===== config.mk =====
export PLATFORM = sky130hd
export DESIGN_NAME = ram_sdp_be_init
export DESIGN_NICKNAME = d
export VERILOG_FILES = /design/src/rtl/ram_sdp_be_init.sv
export SDC_FILE = /design/constraint.sdc
export NUM_CORES = 1
export LEC_CHECK = 0
export ABC_CLOCK_PERIOD_IN_PS = 6300
export BUFFER_PORTS_ARGS = -buffer_cell sky130_fd_sc_hd__clkbuf_2
export CAP_MARGIN = 20
export CORE_UTILIZATION = 44
export CTS_CLUSTER_SIZE = 24
export DETAILED_ROUTE_END_ITERATION = 7
export GPL_TIMING_DRIVEN = 0
export PLACE_DENSITY = 0.6
export SYNTH_ARGS = -nofsm -noshare
export SYNTH_HDL_FRONTEND = slang
export SYNTH_SLANG_ARGS = --single-unit

===== constraint.sdc =====
create_clock -name clk -period 6.3 [get_ports clk]
set_clock_uncertainty 0.2 [all_clocks]
set_input_delay 1.26 -clock clk [delete_from_list [all_inputs] [get_ports clk]]
set_output_delay 1.26 -clock clk [all_outputs]
set_load 0.01 [all_outputs]

===== src/rtl/ram_sdp_be_init.sv =====
// Simple dual-port RAM with per-lane byte enables, selectable read-during-write
// behaviour, optional output register and a post-reset clear sequencer.
module ram_sdp_be_init #(
    parameter int unsigned         D_WIDTH    = 16,
    parameter int unsigned         A_WIDTH    = 5,
    parameter int unsigned         LANE_WIDTH = 8,
    parameter int unsigned         RDW_MODE   = 0,
    parameter int unsigned         OUT_REG    = 0,
    parameter logic [D_WIDTH-1:0]  CLEAR_VAL  = '0
) (
    input  logic                             clk,
    input  logic                             reset,
    input  logic                             write_enable,
    input  logic [A_WIDTH-1:0]               address_write,
    input  logic [D_WIDTH-1:0]               data_write,
    input  logic [D_WIDTH/LANE_WIDTH-1:0]    byte_enable,
    input  logic                             read_enable,
    input  logic [A_WIDTH-1:0]               address_read,
    output logic [D_WIDTH-1:0]               data_read,
    output logic                             read_valid,
    output logic                             init_busy
);

    localparam int unsigned LANES = D_WIDTH / LANE_WIDTH;
    localparam int unsigned DEPTH = 2 ** A_WIDTH;

    typedef enum logic {CLEAR, IDLE} state_t;

    state_t               state, state_next;
    logic [A_WIDTH-1:0]   clr_addr, clr_addr_next;
    logic                 clear_write, port_write, port_read;

    logic [D_WIDTH-1:0]   mem [DEPTH];
    logic [D_WIDTH-1:0]   merged, rd_word;

    always_ff @(posedge clk) begin
        if (reset) begin
            state    <= CLEAR;
            clr_addr <= '0;
        end else begin
            state    <= state_next;
            clr_addr <= clr_addr_next;
        end
    end

    always_comb begin
        state_next    = state;
        clr_addr_next = clr_addr;
        clear_write   = 1'b0;
        port_write    = 1'b0;
        port_read     = 1'b0;
        if (!reset) begin
            case (state)
                CLEAR: begin
                    clear_write   = 1'b1;
                    clr_addr_next = clr_addr + 1'b1;
                    if (&clr_addr)
                        state_next = IDLE;
                end
                IDLE: begin
                    port_write = write_enable;
                    port_read  = read_enable;
                end
            endcase
        end
    end

    assign init_busy = (state == CLEAR);

    // Whole-word write of the lane-merged value; disabled lanes keep their old bits.
    always_comb begin
        merged = mem[address_write];
        for (int unsigned i = 0; i < LANES; i++) begin
            if (byte_enable[i])
                merged[i*LANE_WIDTH +: LANE_WIDTH] = data_write[i*LANE_WIDTH +: LANE_WIDTH];
        end
    end

    always_comb begin
        if (RDW_MODE != 0 && port_write && address_write == address_read)
            rd_word = merged;
        else
            rd_word = mem[address_read];
    end

    always_ff @(posedge clk) begin
        if (clear_write)
            mem[clr_addr] <= CLEAR_VAL;
        else if (port_write)
            mem[address_write] <= merged;
    end

    generate
        if (OUT_REG != 0) begin : g_out_reg
            logic [D_WIDTH-1:0] stage_data;
            logic               stage_valid;

            always_ff @(posedge clk) begin
                if (reset) begin
                    stage_data  <= '0;
                    stage_valid <= 1'b0;
                    data_read   <= '0;
                    read_valid  <= 1'b0;
                end else begin
                    stage_valid <= port_read;
                    if (port_read)
                        stage_data <= rd_word;
                    read_valid <= stage_valid;
                    if (stage_valid)
                        data_read <= stage_data;
                end
            end
        end else begin : g_direct
            always_ff @(posedge clk) begin
                if (reset) begin
                    data_read  <= '0;
                    read_valid <= 1'b0;
                end else begin
                    read_valid <= port_read;
                    if (port_read)
                        data_read <= rd_word;
                end
            end
        end
    endgenerate

endmodule


## After elaboration in Yosys (flattened, before gate mapping)

Memories as Yosys holds them, arrays and structs flattened. A register that Yosys moved wholly into a read port is not among the register bits.
Cells that the tools add are included.

| word-level totals | value |
|---|---|
| logic and storage cells | 30 |
| memories kept | 1 |
| output and inout port bits | 18 |
| memory bits (writable) | 512 |
| register bits after elaboration | 7 |
| input port bits | 32 |

| cells by class | value |
|---|---|
| bitwise operators | 1 |
| mux-type cells | 18 |
| $add $sub $neg | 1 |
| equality and inequality tests | 2 |
| reduce and logical (&&, ||, !) cells | 4 |

Memory list:

| name | words | width | read ports | clocked after Yosys merged registers in | write ports | RTL line | text |
|---|---|---|---|---|---|---|---|
| mem | 32 | 16 | 1 | 1 | 1 | 33 | `logic [D_WIDTH-1:0] mem [DEPTH];` |

Operator list:

| operator | number |
|---|---|
| $mux W16 | 1 |
| $mux W8 | 2 |
| $reduce_or A16 Y1 | 1 |
| $mux W1 | 13 |
| $add A5 B1 Y5 const B | 1 |
| $mux W5 | 1 |
| $reduce_and A5 Y1 | 1 |
| $reduce_and A2 Y1 | 2 |
| $mux W2 | 1 |
| $ne A1 B1 Y1 const B | 2 |
| $not A1 Y1 | 1 |

## Depth between registers and ports, before layout

| depth | value |
|---|---|
| depth in word-level cells | 8 |
| gate-level depth with buffers | 10 |
| mapped depth without buffers | 5 |

## Worst setup path after synthesis

Ideal clock, no wire load.

| timing | value |
|---|---|
| path type | in2reg |
| start | input port byte_enable[0] |
| end | memory mem[22][0], enable pin |
| cell stages on the path | 6 |
| data arrival time | 2748 ps |
| required time | 5729 ps |
| path slack | 2982 ps |
| setup time | 371 ps |
| cell sequence | nor2_1 > nor3_2 > buf_2 > mux2i_1 > nand2_1 > nor2_1 |

| between the ends | value |
|---|---|
| longest elaborated chain between the ends | 4 |
| elaborated cells between the ends (all ways) | 5 |

RTL lines:

| item | RTL line | text |
|---|---|---|
| start, declared | 16 | `input logic [D_WIDTH/LANE_WIDTH-1:0] byte_enable,` |
| $ne A1 B1 Y1 (no line) (*) | n/a |  |
| $reduce_and A2 Y1 (no line) (*) | n/a |  |
| $reduce_or A16 Y1 (no line) | n/a |  |
| $mux W5 (no line) or $mux W2 (tied branches) | n/a |  |
| end, declared | 33 |  |

Mark *: on every way between the ends. The rest lies on a longest branch, timed or not.

## Final worst setup path

| timing | value |
|---|---|
| start | input port byte_enable[1] |
| end | memory mem[22][13], enable pin |

Same word-level chain as after synthesis.

==> results.toml <==
[worst_setup_path]
crit_path_end_kind = "flop"
worstSetupStartpoint = "byte_enable[1]"
r2r-end = "mem[22][13]$_DFFE_PP_"
crit_path_max_fanout = 10
crit_type = "input port to flop"
regToRegSetupSlack_ps = 2810
startpoint_type = "input port"
r2r_cells = 6
crit_arrival_ps = 3970
required_ps = 6300
reg2reg_from = "state$_SDFF_PP0_"

[routing]
drt-total-wl_um = 54700
ant_nets = 0
via_count = 11300
drcViolationCount = 0
firstDrtPassIters = 5
drtIter0Drc = 1205
wl_per_cell_um = 28.4
via_per_inst = 5.86

[power]
peakVddDrop_mv = 0.209
p_leak_nw = 7.52
p_per_area_mw_per_mm2 = 295
power.total_mw = 7.15

[cts]
hold_buffers = 0
cts_resized = 0
clkSinkCount = 535
clockBufferDepth = 3
cts_tree = "yes"
path_clk_slew_ps = 70
cts_setup_buffers = 0
cts_root_buffer = "clkbuf_16"
cts_buffers = 53
cts-htree-levels = 2
insertion_delay_ps = 610

[timing]
fin_setup_tns_ps = 0
rsz0062_at_grt = "no"
max_slew_margin_pct = 21.6
setup_viol = 0
fin_crit_ps = 3970
slew_violations = 0
fmax_mhz = 252
worstMarginPinSlew_ps = 1180
post-route-period-util_pct = 63.0
final.setup.worst_slack_ps = 2330
hold_viol = 0
holdWs_ps = 315

[synthesis]
ys_seq_elements = 535
syn-num-nets = 1190
async_flop_share_pct = 0
ys_warn_count = 0
yosysSeqAreaShare_pct = 74.3
netlist_instances = 1156
synthFlopType = "edfxtp_1"
syn_area_mm2 = 0.0213
synth_edf_count = 512
syn-mean-instance-area_um2 = 18.4
synth_cell_type_count = 45

[finish]
diodes = 0
drive_gt1_share_pct = 20.1
nets = 1308
area_growth_pct = 13.7
final_common_cell = "edfxtp_1"
fin_util_pct = 50.8
final_cell_mix = "512 x edfxtp_1, 146 x mux2i_1, 78 x nor2_1, 64 x mux4_2, 58 x nand2_1"
multi_input_area_mm2 = 0.00501
fillCellCount = 3874
regArea_mm2 = 0.0158

[placed_design]
gp_congestion = 0.860
pre_cts_slack_ps = 1840
io_buffers = 47
hpwlAfterDp_um = 37100

[min_path]
hold_start = "data_read[5]$_SDFFE_PP0P_"
hold_path_end = "data_read[5]$_SDFFE_PP0P_"
min_path_cells = 2
hold_class = "flop to flop"

[floorplanning]
initial_core_util_pct = 44.6
io_pins = 50
dieArea_mm2 = 0.0493
placementRows = 80
die_x_um = 222
core_area_mm2 = 0.0477
die_h_um = 222

[grt]
grt_util_all_layers_pct = 22.6
grt_max_degree = 33
grt.overflow.total = 0
grt_pass1_vias = 11300
antenna_found_initial = 1
grt_pass1_wl_um = 78800

[outcome]
status = "completed"

[run]
max_cap_viol_count = 0
critical path, cell delays in order:
cell,delay [ps]
clkbuf_2,100
nor2_1,50
nor3_2,530
buf_2,350
mux2i_1,280
nand2_1,390
nor2_1,990
power by group:
group          internal [mW]  total [mW]  switching, mW  leakage [nW]
combinational          0.107       0.303          0.196          2.54
sequential              3.86        3.87        0.00720          4.21
clock                   1.67        2.98           1.31         0.774
cell families (layout without fill, tap and decap cells):
kind of cell | Yosys count | count (layout) | share of synthesized area, %
flip-flops | 535 | 535 | 74.3
XOR/XNOR | 3 | 3 | 0.123
adder cells (fa/ha/maj) | 2 | 2 | 0.117
multiplexers | 227 | 227 | 14.5
AND/OR/NAND/NOR | 204 | 204 | 4.34
AO/OA/AOI/OAI | 116 | 116 | 4.38
buffers and inverters | 69 | 226 | 2.22
flip-flops by register name, indices dropped and copies added (netlist names):
register	flops
data_read	16
mem	512
read_valid	1
state	1
clr_addr	5
synthesized netlist by cell type (4+ instances only):
library cell	n	area share [%]
edfxtp_1	512	72
mux2i_1	146	6.9
nor2_1	78	1.4
mux4_2	64	6.8
nand2_1	58	1.0
a22oi_1	45	1.6
nand3_1	25	0.59
a21oi_1	24	0.56
clkbuf_1	24	0.42
dfxtp_1	23	2.2
and2_1	17	0.50
mux2_2	17	0.90
a22o_1	15	0.62
buf_2	15	0.35
a221oi_2	10	0.70
buf_6	8	0.42
nor2b_1	8	0.23
buf_4	7	0.25
a31oi_1	6	0.18
a221oi_1	5	0.21
buf_12	5	0.47
nand2b_1	5	0.15
inv_1	4	0.070
through the flow:
| stage | std cells | instance area (µm²) |
|---|---|---|
| floorplan | 1156 | 21300 |
| global placement | 1818 | 22300 |
| detailed placement | 1833 | 22600 |
| CTS | 1927 | 24200 |
| global route | 1928 | 24200 |
| finish | 1928 | 24200 |
worst max-delay path by stage:
stage	end	slack [ps]	cells after the start
final	mem[22][13]$_DFFE_PP_	2330	7
after global routing	mem[22][13]$_DFFE_PP_	2250	7
after CTS	mem[22][13]$_DFFE_PP_	2450	7
after detailed placement	mem[22][13]$_DFFE_PP_	1840	7
after global placement	mem[22][13]$_DFFE_PP_	1900	6
after floorplan	mem[22][0]$_DFFE_PP_	2980	6
cell type report:
| type | instances | area share (%) |
|---|---|---|
| inverter | 4 | 0.0619 |
| buffer | 65 | 1.89 |
| timing repair buffer | 63 | 2.31 |
| sequential | 535 | 65.3 |
| tap | 615 | 3.17 |
| multi-input combinational | 552 | 20.7 |
| clock buffer | 75 | 5.98 |
| clock inverter | 19 | 0.589 |
metal layers:
layer  share of wire, %  global-route usage [%]  vias up  routed length (µm)
met1                 44                    32.1     5932               24100
li1                   -                       -     4868                   -
met5                  0                       0        -                   0
met4                3.2                    8.04        0                1740
met2                 46                    35.0      407               25300
met3                6.5                    4.07       94                3560
Note: power is estimated with default switching activity, not from simulation.
